$ cat src/rtl/main_control_fsm.sv
// Multicycle RV32I control unit: walks each instruction through its state sequence and
// drives every datapath select, write enable and the immediate-format select.
package riscv_pkg;
  localparam int XLEN = 32;
  localparam logic [2:0] EXT_I = 3'b000;
  localparam logic [2:0] EXT_S = 3'b001;
  localparam logic [2:0] EXT_B = 3'b010;
  localparam logic [2:0] EXT_J = 3'b011;
  localparam logic [2:0] EXT_U = 3'b100;
endpackage

module main_control_fsm
  import riscv_pkg::*;
(
  input  logic            clk_i,
  input  logic            rst_i,
  input  logic [XLEN-1:0] Instr_i,
  input  logic            Zero_i,
  input  logic            Mem_Ready_i,
  output logic            Mem_Req_o,
  output logic            Mem_Write_o,
  output logic            Adr_Src_o,
  output logic            IR_Write_o,
  output logic            PC_Write_o,
  output logic            Reg_Write_o,
  output logic [1:0]      Result_Src_o,
  output logic [1:0]      ALU_Src_A_o,
  output logic [1:0]      ALU_Src_B_o,
  output logic [2:0]      ALU_Control_o,
  output logic [2:0]      Imm_Src_o,
  output logic            Illegal_o
);
  localparam logic [6:0] OP_LOAD  = 7'b0000011;
  localparam logic [6:0] OP_STORE = 7'b0100011;
  localparam logic [6:0] OP_R     = 7'b0110011;
  localparam logic [6:0] OP_I     = 7'b0010011;
  localparam logic [6:0] OP_JAL   = 7'b1101111;
  localparam logic [6:0] OP_BR    = 7'b1100011;
  localparam logic [6:0] OP_LUI   = 7'b0110111;
  localparam logic [6:0] OP_AUIPC = 7'b0010111;

  localparam logic [2:0] ALU_ADD = 3'b000;
  localparam logic [2:0] ALU_SUB = 3'b001;
  localparam logic [2:0] ALU_AND = 3'b010;
  localparam logic [2:0] ALU_OR  = 3'b011;
  localparam logic [2:0] ALU_XOR = 3'b100;
  localparam logic [2:0] ALU_SLT = 3'b101;
  localparam logic [2:0] ALU_SLL = 3'b110;
  localparam logic [2:0] ALU_SRL = 3'b111;

  localparam logic [1:0] SRCA_PC    = 2'b00;
  localparam logic [1:0] SRCA_OLDPC = 2'b01;
  localparam logic [1:0] SRCA_RS1   = 2'b10;
  localparam logic [1:0] SRCA_ZERO  = 2'b11;
  localparam logic [1:0] SRCB_RS2   = 2'b00;
  localparam logic [1:0] SRCB_IMM   = 2'b01;
  localparam logic [1:0] SRCB_FOUR  = 2'b10;
  localparam logic [1:0] RES_ALUOUT = 2'b00;
  localparam logic [1:0] RES_MDR    = 2'b01;
  localparam logic [1:0] RES_ALU    = 2'b10;

  typedef enum logic [3:0] {
    S_FETCH, S_DECODE, S_MEMADR, S_MEMREAD, S_MEMWB, S_MEMWRITE, S_EXECR,
    S_EXECI, S_ALUWB, S_JAL, S_BRANCH, S_LUI, S_AUIPC
  } state_t;

  state_t     state_q, state_d;
  logic [6:0] opcode;
  logic [2:0] funct3;
  logic [6:0] funct7;
  logic       unused_instr_bits;

  assign opcode            = Instr_i[6:0];
  assign funct3            = Instr_i[14:12];
  assign funct7            = Instr_i[31:25];
  assign unused_instr_bits = ^{Instr_i[24:15], Instr_i[11:7]};

  function automatic logic [2:0] alu_decode(input logic [2:0] f3, input logic sub_sel);
    case (f3)
      3'b000:  alu_decode = sub_sel ? ALU_SUB : ALU_ADD;
      3'b111:  alu_decode = ALU_AND;
      3'b110:  alu_decode = ALU_OR;
      3'b100:  alu_decode = ALU_XOR;
      3'b010:  alu_decode = ALU_SLT;
      3'b001:  alu_decode = ALU_SLL;
      3'b101:  alu_decode = ALU_SRL;
      default: alu_decode = ALU_ADD;
    endcase
  endfunction

  // Shifts only exist in their logical form; arithmetic right shifts are rejected.
  function automatic logic funct_legal(input logic [2:0] f3, input logic [6:0] f7);
    case (f3)
      3'b011:         funct_legal = 1'b0;
      3'b001, 3'b101: funct_legal = (f7 == 7'b0000000);
      default:        funct_legal = 1'b1;
    endcase
  endfunction

  always_comb begin
    state_d       = state_q;
    Mem_Req_o     = 1'b0;
    Mem_Write_o   = 1'b0;
    Adr_Src_o     = 1'b0;
    IR_Write_o    = 1'b0;
    PC_Write_o    = 1'b0;
    Reg_Write_o   = 1'b0;
    Result_Src_o  = RES_ALUOUT;
    ALU_Src_A_o   = SRCA_PC;
    ALU_Src_B_o   = SRCB_RS2;
    ALU_Control_o = ALU_ADD;
    Illegal_o     = 1'b0;

    case (opcode)
      OP_LOAD, OP_I:    Imm_Src_o = EXT_I;
      OP_STORE:         Imm_Src_o = EXT_S;
      OP_BR:            Imm_Src_o = EXT_B;
      OP_JAL:           Imm_Src_o = EXT_J;
      OP_LUI, OP_AUIPC: Imm_Src_o = EXT_U;
      default:          Imm_Src_o = 3'b000;
    endcase

    case (state_q)
      S_FETCH: begin
        Mem_Req_o    = 1'b1;
        ALU_Src_B_o  = SRCB_FOUR;
        Result_Src_o = RES_ALU;
        if (Mem_Ready_i) begin
          IR_Write_o = 1'b1;
          PC_Write_o = 1'b1;
          state_d    = S_DECODE;
        end
      end
      S_DECODE: begin
        ALU_Src_A_o = SRCA_OLDPC;
        ALU_Src_B_o = SRCB_IMM;
        Illegal_o   = 1'b1;
        state_d     = S_FETCH;
        case (opcode)
          OP_LOAD, OP_STORE:
            if (funct3 == 3'b010) begin Illegal_o = 1'b0; state_d = S_MEMADR; end
          OP_R:
            if (funct_legal(funct3, funct7)) begin Illegal_o = 1'b0; state_d = S_EXECR; end
          OP_I:
            if (funct_legal(funct3, funct7)) begin Illegal_o = 1'b0; state_d = S_EXECI; end
          OP_BR:
            if (funct3[2:1] == 2'b00) begin Illegal_o = 1'b0; state_d = S_BRANCH; end
          OP_JAL:   begin Illegal_o = 1'b0; state_d = S_JAL; end
          OP_LUI:   begin Illegal_o = 1'b0; state_d = S_LUI; end
          OP_AUIPC: begin Illegal_o = 1'b0; state_d = S_AUIPC; end
          default: ;
        endcase
      end
      S_MEMADR: begin
        ALU_Src_A_o = SRCA_RS1;
        ALU_Src_B_o = SRCB_IMM;
        state_d     = (opcode == OP_LOAD) ? S_MEMREAD : S_MEMWRITE;
      end
      S_MEMREAD: begin
        Mem_Req_o = 1'b1;
        Adr_Src_o = 1'b1;
        if (Mem_Ready_i) state_d = S_MEMWB;
      end
      S_MEMWB: begin
        Result_Src_o = RES_MDR;
        Reg_Write_o  = 1'b1;
        state_d      = S_FETCH;
      end
      S_MEMWRITE: begin
        Mem_Req_o   = 1'b1;
        Mem_Write_o = 1'b1;
        Adr_Src_o   = 1'b1;
        if (Mem_Ready_i) state_d = S_FETCH;
      end
      S_EXECR: begin
        ALU_Src_A_o   = SRCA_RS1;
        ALU_Control_o = alu_decode(funct3, funct7[5]);
        state_d       = S_ALUWB;
      end
      S_EXECI: begin
        ALU_Src_A_o   = SRCA_RS1;
        ALU_Src_B_o   = SRCB_IMM;
        ALU_Control_o = alu_decode(funct3, 1'b0);
        state_d       = S_ALUWB;
      end
      S_ALUWB: begin
        Reg_Write_o = 1'b1;
        state_d     = S_FETCH;
      end
      // PC takes the target computed in DECODE while the ALU forms the link value.
      S_JAL: begin
        ALU_Src_A_o = SRCA_OLDPC;
        ALU_Src_B_o = SRCB_FOUR;
        PC_Write_o  = 1'b1;
        state_d     = S_ALUWB;
      end
      S_BRANCH: begin
        ALU_Src_A_o   = SRCA_RS1;
        ALU_Control_o = ALU_SUB;
        PC_Write_o    = funct3[0] ? !Zero_i : Zero_i;
        state_d       = S_FETCH;
      end
      S_LUI: begin
        ALU_Src_A_o = SRCA_ZERO;
        ALU_Src_B_o = SRCB_IMM;
        state_d     = S_ALUWB;
      end
      S_AUIPC: begin
        ALU_Src_A_o = SRCA_OLDPC;
        ALU_Src_B_o = SRCB_IMM;
        state_d     = S_ALUWB;
      end
      default: state_d = S_FETCH;
    endcase

    // Reset silences the datapath immediately, even mid memory access.
    if (rst_i) begin
      Mem_Req_o     = 1'b0;
      Mem_Write_o   = 1'b0;
      Adr_Src_o     = 1'b0;
      IR_Write_o    = 1'b0;
      PC_Write_o    = 1'b0;
      Reg_Write_o   = 1'b0;
      Result_Src_o  = 2'b00;
      ALU_Src_A_o   = 2'b00;
      ALU_Src_B_o   = 2'b00;
      ALU_Control_o = 3'b000;
      Imm_Src_o     = 3'b000;
      Illegal_o     = 1'b0;
    end
  end

  always_ff @(posedge clk_i) begin
    if (rst_i) state_q <= S_FETCH;
    else       state_q <= state_d;
  end

endmodule
$ cat config.mk
export PLATFORM = sky130hd
export DESIGN_NAME = main_control_fsm
export DESIGN_NICKNAME = d
export VERILOG_FILES = /design/src/rtl/main_control_fsm.sv
export SDC_FILE = /design/constraint.sdc
export NUM_CORES = 1
export LEC_CHECK = 0
export ABC_AREA = 1
export BUFFER_PORTS_ARGS = -buffer_cell sky130_fd_sc_hd__buf_4
export CORE_MARGIN = 5
export CORE_UTILIZATION = 25
export CTS_CLUSTER_DIAMETER = 100
export DETAILED_ROUTE_END_ITERATION = 7
export SETUP_SLACK_MARGIN = 0.02
export SLEW_MARGIN = 25
export SYNTH_ARGS = -nofsm -noshare
export SYNTH_HDL_FRONTEND = slang
export SYNTH_SLANG_ARGS = --single-unit
$ cat constraint.sdc
create_clock -name clk_i -period 1.62 [get_ports clk_i]
set_input_delay 0.081 -clock clk_i [delete_from_list [all_inputs] [get_ports clk_i]]
set_output_delay 0.081 -clock clk_i [all_outputs]
set_load 0.01 [all_outputs]
==> results of run 1 <==
worst reg2reg max path, cell delays in order, from the launching register on:
cell and delay (ns):
dfxtp_2 0.36, inv_2 0.07, nand2_4 0.10, nor2_2 0.04, nand2_1 0.13, nand2_2 0.08
nor2_4 0.16, nor2_8 0.05, nor2_2 0.12, nand2_1 0.06, nand2_1 0.05
layer usage:
metal,vias up,track usage
met3,0,0.03161
met1,466,0.1808
li1,601,-
met4,0,0.01519
met5,-,0
met2,31,0.1701
layout make-up:
class,count,area [um^2]
clock buffers,3,22.52
inverters,25,93.84
repair buffers,40,300.3
fillers,364,1887
multi-input cells,133,656.9
well taps,44,55.05
flip-flops and latches,4,87.58
metrics by stage:
step | worst slack, ns | utilization
after floorplan | 0.4021 | -
after global placement | 0.2263 | 0.3774
after detailed placement | 0.2386 | 0.3774
after CTS | 0.01595 | 0.3859
after global routing | 0.03087 | 0.3919
final | 0.1407 | 0.3919
timing repair:
| action | in CTS | in global routing |
|---|---|---|
| endpoints found under the setup margin | 2 | 7 |
| pin swaps | 0 | 1 |
| hold endpoints to repair | 0 | 0 |
| resized for setup | 2 | 7 |
| buffers inserted | 0 | 1 |
power groups by stage:
| stage | Combinational, uW | Clock [uW] | Sequential, uW |
|---|---|---|---|
| final | 232 | 122 | 111 |
| after global routing | 262 | 141 | 111 |
| after CTS | 233 | 130 | 112 |
| after detailed placement | 232 | 0 | 113 |
| after global placement | 232 | 0 | 113 |
| after floorplan | 134 | 0 | 111 |
worst max-delay path by stage:
stage / from / endpoint / slack (ns) / cells after the start
after floorplan: state_q[0]$_SDFFE_PP0P_ / state_q[0]$_SDFFE_PP0P_ / 0.40 / 9
after global placement: state_q[0]$_SDFFE_PP0P_ / state_q[2]$_SDFFE_PP0P_ / 0.23 / 9
after detailed placement: state_q[0]$_SDFFE_PP0P_ / state_q[2]$_SDFFE_PP0P_ / 0.24 / 9
after CTS: state_q[2]$_SDFFE_PP0P_ / ALU_Control_o[0] / 0.02 / 7
after global routing: state_q[2]$_SDFFE_PP0P_ / PC_Write_o / 0.03 / 6
final: state_q[2]$_SDFFE_PP0P_ / ALU_Src_B_o[0] / 0.14 / 8
placed cells by master (no fill, tap or decap), types with 3 or more instances in the layout:
cell / n
nor2_1: 30
inv_1: 19
nor2_2: 4
clkbuf_4: 3
inv_2: 6
o21ai_1: 3
o21ai_0: 3
a21oi_1: 11
dfxtp_2: 3
nand4_1: 3
buf_4: 40
nand2_1: 48
nor2_4: 3
nand3_1: 14
a31oi_1: 3
cell families (layout without fill, tap and decap cells):
kind of cell | count (synthesis) | after routing | synth area share
AND/OR/NAND/NOR | 111 | 111 | 0.6399
AO/OA/AOI/OAI | 21 | 21 | 0.1346
buffers and inverters | 26 | 68 | 0.1180
flip-flops | 4 | 4 | 0.09683
XOR/XNOR | 1 | 1 | 0.01059
==> flow_summary.json, run 1 <==
{
  "period_needed_ns": 1.479,
  "synth_commonest_cells": "nand2_1, nor2_1, inv_1",
  "timing.rr.end": "state_q[2]$_SDFFE_PP0P_",
  "die_x_um": 67.52,
  "avgRoutedWirePerCell_um": 10.47,
  "syn-num-nets": 199,
  "fin_worst_skew_ns": 0.003540,
  "wl_met3_um": 165,
  "rsz0062_at_grt": "no",
  "p_seq_frac": 0.239,
  "yosysUniqueCellTypes": 22,
  "cts.sinks": 4,
  "timing.rr.start": "state_q[2]$_SDFFE_PP0P_",
  "critPathMaxFanout": 4,
  "cts_buffer_depth": 2,
  "grt_pass1_wl_um": 4319,
  "cp_num_buf_inv": 4,
  "slowest_stage": "dfxtp_2",
  "grt_max_degree": 16,
  "yosysTopAreaCellShare": 0.2179,
  "worst_pin_slew_ns": 0.2842,
  "num_rows": 20,
  "synthToLayoutAreaGrowth_pct": 47.05,
  "start_util": 0.2665,
  "drv_slew": 0,
  "ys_async_sr_fraction": 0,
  "antenna_left": 0,
  "synth_top_area_cell": "nand2_1",
  "path_clk_slew_ns": 0.04,
  "cp-start-kind": "flip-flop",
  "synth-edff-count": 0,
  "seq_area_frac_synth": 0.09682,
  "fp.dieArea_mm2": 0.004558,
  "crit_chain": "inv_2, nand2_4, inv_1, nand2_1, inv_1, a31oi_1, a31oi_1, buf_4",
  "clkPwrFrac": 0.263,
  "endpoint_kind": "primary output",
  "slowest_delay_ns": 0.36,
  "hold_viol_final": 0,
  "worstSetupPathType": "flip-flop to primary output",
  "wl_met2_um": 1065,
  "initialDrtViolationCount": 96,
  "hold_class": "input port to flip-flop",
  "ys_ff_latch": 4,
  "ir_worst_vdd_mv": 0.2414,
  "clk-insertion-delay-late_ns": 0.23,
  "switching_share": 0.3842,
  "die_height_um": 67.52,
  "setup_viol": 0,
  "coreArea_mm2": 0.003103,
  "cts_max_level": 1,
  "tns_ns": 0,
  "power.total_uw": 465.6,
  "numCtsBuffers": 3,
  "rr_worst_depth": 10,
  "place_area_mm2": 0.001171,
  "wl_met1_um": 1376,
  "synthCells": 163,
  "dr.pass1.iters": 4,
  "top_layer": "met3",
  "grt_pass1_vias": 983,
  "hold_end": "state_q[3]$_SDFFE_PP0P_",
  "synth_area_leaders": "nand2_1, nor2_1, dfxtp_1",
  "power.switching_uw": 178.9,
  "avgSynthCellArea_um2": 5.074,
  "place_congestion": 0.8424,
  "routed_wl_um": 2607,
  "n_antenna_cell": 0,
  "r2r_slack_ns": 0.33,
  "comb_power_share": 0.499,
  "postLayoutCellArea_mm2": 0.001216,
  "drc": 0,
  "syn_area_um2": 827.0,
  "grt_usage": 0.1195,
  "outcome": "completed",
  "top_register": "state_q",
  "yosysMostFrequentCell": "nand2_1",
  "vias": 1098,
  "hpwl_um": 2182,
  "cp.required_ns": 1.54,
  "tritoncts": "yes",
  "min_delay_path_depth": 2,
  "power.leakage_uw": 0.0006476,
  "max_freq_mhz": 676.0,
  "reg_top3": "state_q (4)",
  "fin_nets": 243,
  "power_density_mw_per_mm2": 382.9,
  "port_buffers": 39,
  "cts_hold_buf": 0,
  "antenna_found_initial": 0,
  "final_cell_count_no_fill": 249,
  "p_int_uw": 286.7,
  "clockRootBuffer": "clkbuf_4",
  "max_slew_margin": 0.8098,
  "synth_top_flop_cell": "dfxtp_1",
  "boundaryPins": 55,
  "viasPerCell": 4.410,
  "place_inst": 245,
  "crit_arrival_ns": 1.40,
  "timing.hold.ws_ns": 0.1412,
  "hp-start": "rst_i",
  "period_share": 0.9131,
  "ys_warn_count": 0,
  "maxCapViolations": 0,
  "drive_above_1_share": 0.3268,
  "largest_reg_flops": 4,
  "crit_family": "flip-flops",
  "globalRoute.totalOverflow": 0
}
(Power assumes the default switching activity.)
==> run 2, diff against run 1 <==
ABC_AREA = default   (was 1)
SETUP_SLACK_MARGIN = 0.2   (was 0.02)
SLEW_MARGIN = default   (was 25)
==> run 2 against run 1 <==
Design area increased by 26%. Largest power group unchanged. Sequential share of layout area is 1.6 points lower. Critical path depth shrank 3. First-iteration DRC count decreased by 48%. Synthesized area grew 8.6%. Total power down 3.1%. Worst setup slack got worse by 0.16 ns. The run now ends with negative setup slack left. Global-route usage increased by 0.46 points. Non-clock buffer count is 22 higher. Wire length up 21%.
==> flow_summary.json, run 2 <==
{
  "outcome": "finished with violations",
  "violations": "negative setup slack",
  "layout_common_cells": "buf_4, nand2_1, a21oi_1, nor2_1, nand2b_1",
  "ys_ff_latch": 4,
  "crit_chain": "buf_4, or3_4, nor3_4, and2_1, buf_4",
  "timing.rr.end": "state_q[1]$_SDFFE_PP0P_",
  "hold_end": "state_q[1]$_SDFFE_PP0P_",
  "power_density_mw_per_mm2": 294.1,
  "syn-num-nets": 172,
  "largest_reg_flops": 4,
  "min_delay_path_depth": 2,
  "synth_commonest_cells": "nand2_1, nor2_1, a21oi_1, nand2b_1",
  "power.total_uw": 451.2,
  "crit_arrival_ns": 1.56,
  "hold_class": "input port to flip-flop",
  "max_freq_mhz": 610.1,
  "drv_slew": 0,
  "antenna_left": 0,
  "fin_worst_skew_ns": 0.007859,
  "ys_warn_count": 0,
  "rsz0062_at_grt": "yes",
  "maxCapViolations": 0,
  "n_antenna_cell": 0,
  "max_slew_margin": 0.6802,
  "grt_max_degree": 20,
  "synthToLayoutAreaGrowth_pct": 70.75,
  "coreArea_mm2": 0.003416,
  "synthCells": 136,
  "synth_area_leaders": "dfxtp_1, nand2b_1, a21oi_1",
  "clk-insertion-delay-late_ns": 0.24,
  "numCtsBuffers": 3,
  "worst_pin_slew_ns": 0.4797,
  "vias": 1205,
  "period_needed_ns": 1.639,
  "cp.required_ns": 1.54,
  "ir_worst_vdd_mv": 0.1814,
  "postLayoutCellArea_mm2": 0.001534,
  "synth_top_flop_cell": "dfxtp_1",
  "hold_viol_final": 0,
  "grt_usage": 0.1242,
  "cp_num_buf_inv": 2,
  "layout_commonest_cell": "buf_4",
  "boundaryPins": 55,
  "antenna_found_initial": 0,
  "die_height_um": 69.95,
  "crit_family": "simple AND/OR/NAND/NOR gates",
  "cp-start-kind": "flip-flop",
  "n_fill_cell": 354,
  "path_clk_slew_ns": 0.04,
  "slowest_delay_ns": 0.42,
  "routed_wl_um": 3143,
  "slowest_stage": "or3_4",
  "worst_slack_ns": -0.01905,
  "rr_worst_depth": 5,
  "viasPerCell": 5.106,
  "grt_pass1_vias": 1161,
  "globalRoute.totalOverflow": 0,
  "timing.hold.ws_ns": 0.1917,
  "avgRoutedWirePerCell_um": 13.32,
  "avgSynthCellArea_um2": 6.606,
  "synth-edff-count": 0,
  "port_buffers": 39,
  "place_inst": 220,
  "cp_common_cell": "buf_4",
  "place_area_mm2": 0.001277,
  "cts_buffer_depth": 2,
  "worstSetupPathType": "flip-flop to primary output",
  "drc": 0,
  "fin_nets": 228,
  "drive_above_1_share": 0.5053,
  "final_cell_count_no_fill": 236,
  "period_share": 1.012,
  "num_rows": 21,
  "hpwl_um": 2204,
  "die_x_um": 69.95,
  "hp-start": "rst_i",
  "reg_top3": "state_q (4)",
  "cts.sinks": 4,
  "seq_area_frac_synth": 0.08914,
  "tritoncts": "yes",
  "top_register": "state_q",
  "endpoint_kind": "primary output",
  "syn_area_um2": 898.4,
  "place_congestion": 0.8455,
  "ys_async_sr_fraction": 0,
  "cts_hold_buf": 0,
  "critPathMaxFanout": 18,
  "yosysTopAreaCellShare": 0.08914,
  "yosysUniqueCellTypes": 44,
  "dr.pass1.iters": 4,
  "grt_pass1_wl_um": 5195,
  "power.leakage_uw": 0.0006106,
  "clockRootBuffer": "clkbuf_4",
  "r2r_slack_ns": -0.02,
  "timing.rr.start": "state_q[2]$_SDFFE_PP0P_",
  "fp.dieArea_mm2": 0.004892,
  "initialDrtViolationCount": 50,
  "setup_viol": 3,
  "start_util": 0.2630,
  "cts_max_level": 1,
  "synth_top_area_cell": "dfxtp_1"
}
-- run 2: layer usage --
| layer | up-vias | GRT usage | routed length [um] |
|---|---|---|---|
| met5 | - | 0 | 0 |
| met4 | 0 | 0.01489 | 12 |
| met3 | 2 | 0.03874 | 150 |
| met2 | 32 | 0.2088 | 1487 |
| met1 | 545 | 0.1594 | 1493 |
| li1 | 626 | - | - |
-- run 2: layout make-up --
type	count	area, um^2	area share
Inverter	3	13.76	0.008972
Timing Repair Buffer	62	485.5	0.3165
Sequential cell	4	86.33	0.05628
Multi-Input combinational cell	118	868.3	0.5661
Clock buffer	3	22.52	0.01468
Tap cell	46	57.56	0.03752
-- run 2: repair_timing --
| action | 4_1_cts | 5_1_grt |
|---|---|---|
| setup buffers | 5 | 6 |
| setup endpoints to repair | 19 | 20 |
| cloned | 2 | 0 |
| pin swaps | 6 | 5 |
| resized for setup | 22 | 17 |
-- run 2: kinds of logic (layout without fill, tap and decap cells) --
kind of cell / count (synthesis) / after routing / synth area share
xor+xnor: 2 / 2 / 0.01950
compound gates: 37 / 37 / 0.3078
buf+inv: 14 / 68 / 0.06964
simple gates: 75 / 75 / 0.4694
flops: 4 / 4 / 0.08914
mux: 4 / 4 / 0.04457
-- run 2: where the power goes --
part / leakage, uW / switching (uW) / internal (uW) / total, uW
sequential: 0.0000341 / 1.98 / 99.8 / 102
combinational: 0.000563 / 107 / 113 / 221
clock: 0.0000138 / 45.6 / 83.2 / 129
-- run 2: metrics by stage --
step           worst slack [ns]    util  setup TNS [ns]
3_5_place_dp           -0.04535  0.3740        -0.05101
3_3_place_gp           0.001655  0.3740               0
2_1_floorplan          -0.05223       -        -0.05223
4_1_cts                -0.02844  0.4172        -0.09109
6_report               -0.01905  0.4491        -0.04435
5_1_grt                 -0.1033  0.4491         -0.5566
-- run 2: worst max path at each step --
stage                            start                      end  slack [ns]  cells after the start
2_1_floorplan  state_q[2]$_SDFFE_PP0P_  state_q[1]$_SDFFE_PP0P_       -0.05                      6
3_3_place_gp   state_q[2]$_SDFFE_PP0P_  state_q[1]$_SDFFE_PP0P_       0.002                      5
3_5_place_dp   state_q[2]$_SDFFE_PP0P_  state_q[1]$_SDFFE_PP0P_       -0.05                      5
4_1_cts        state_q[2]$_SDFFE_PP0P_  state_q[1]$_SDFFE_PP0P_       -0.03                      5
5_1_grt        state_q[2]$_SDFFE_PP0P_         ALU_Control_o[0]       -0.10                      7
6_report       state_q[2]$_SDFFE_PP0P_               IR_Write_o       -0.02                      5
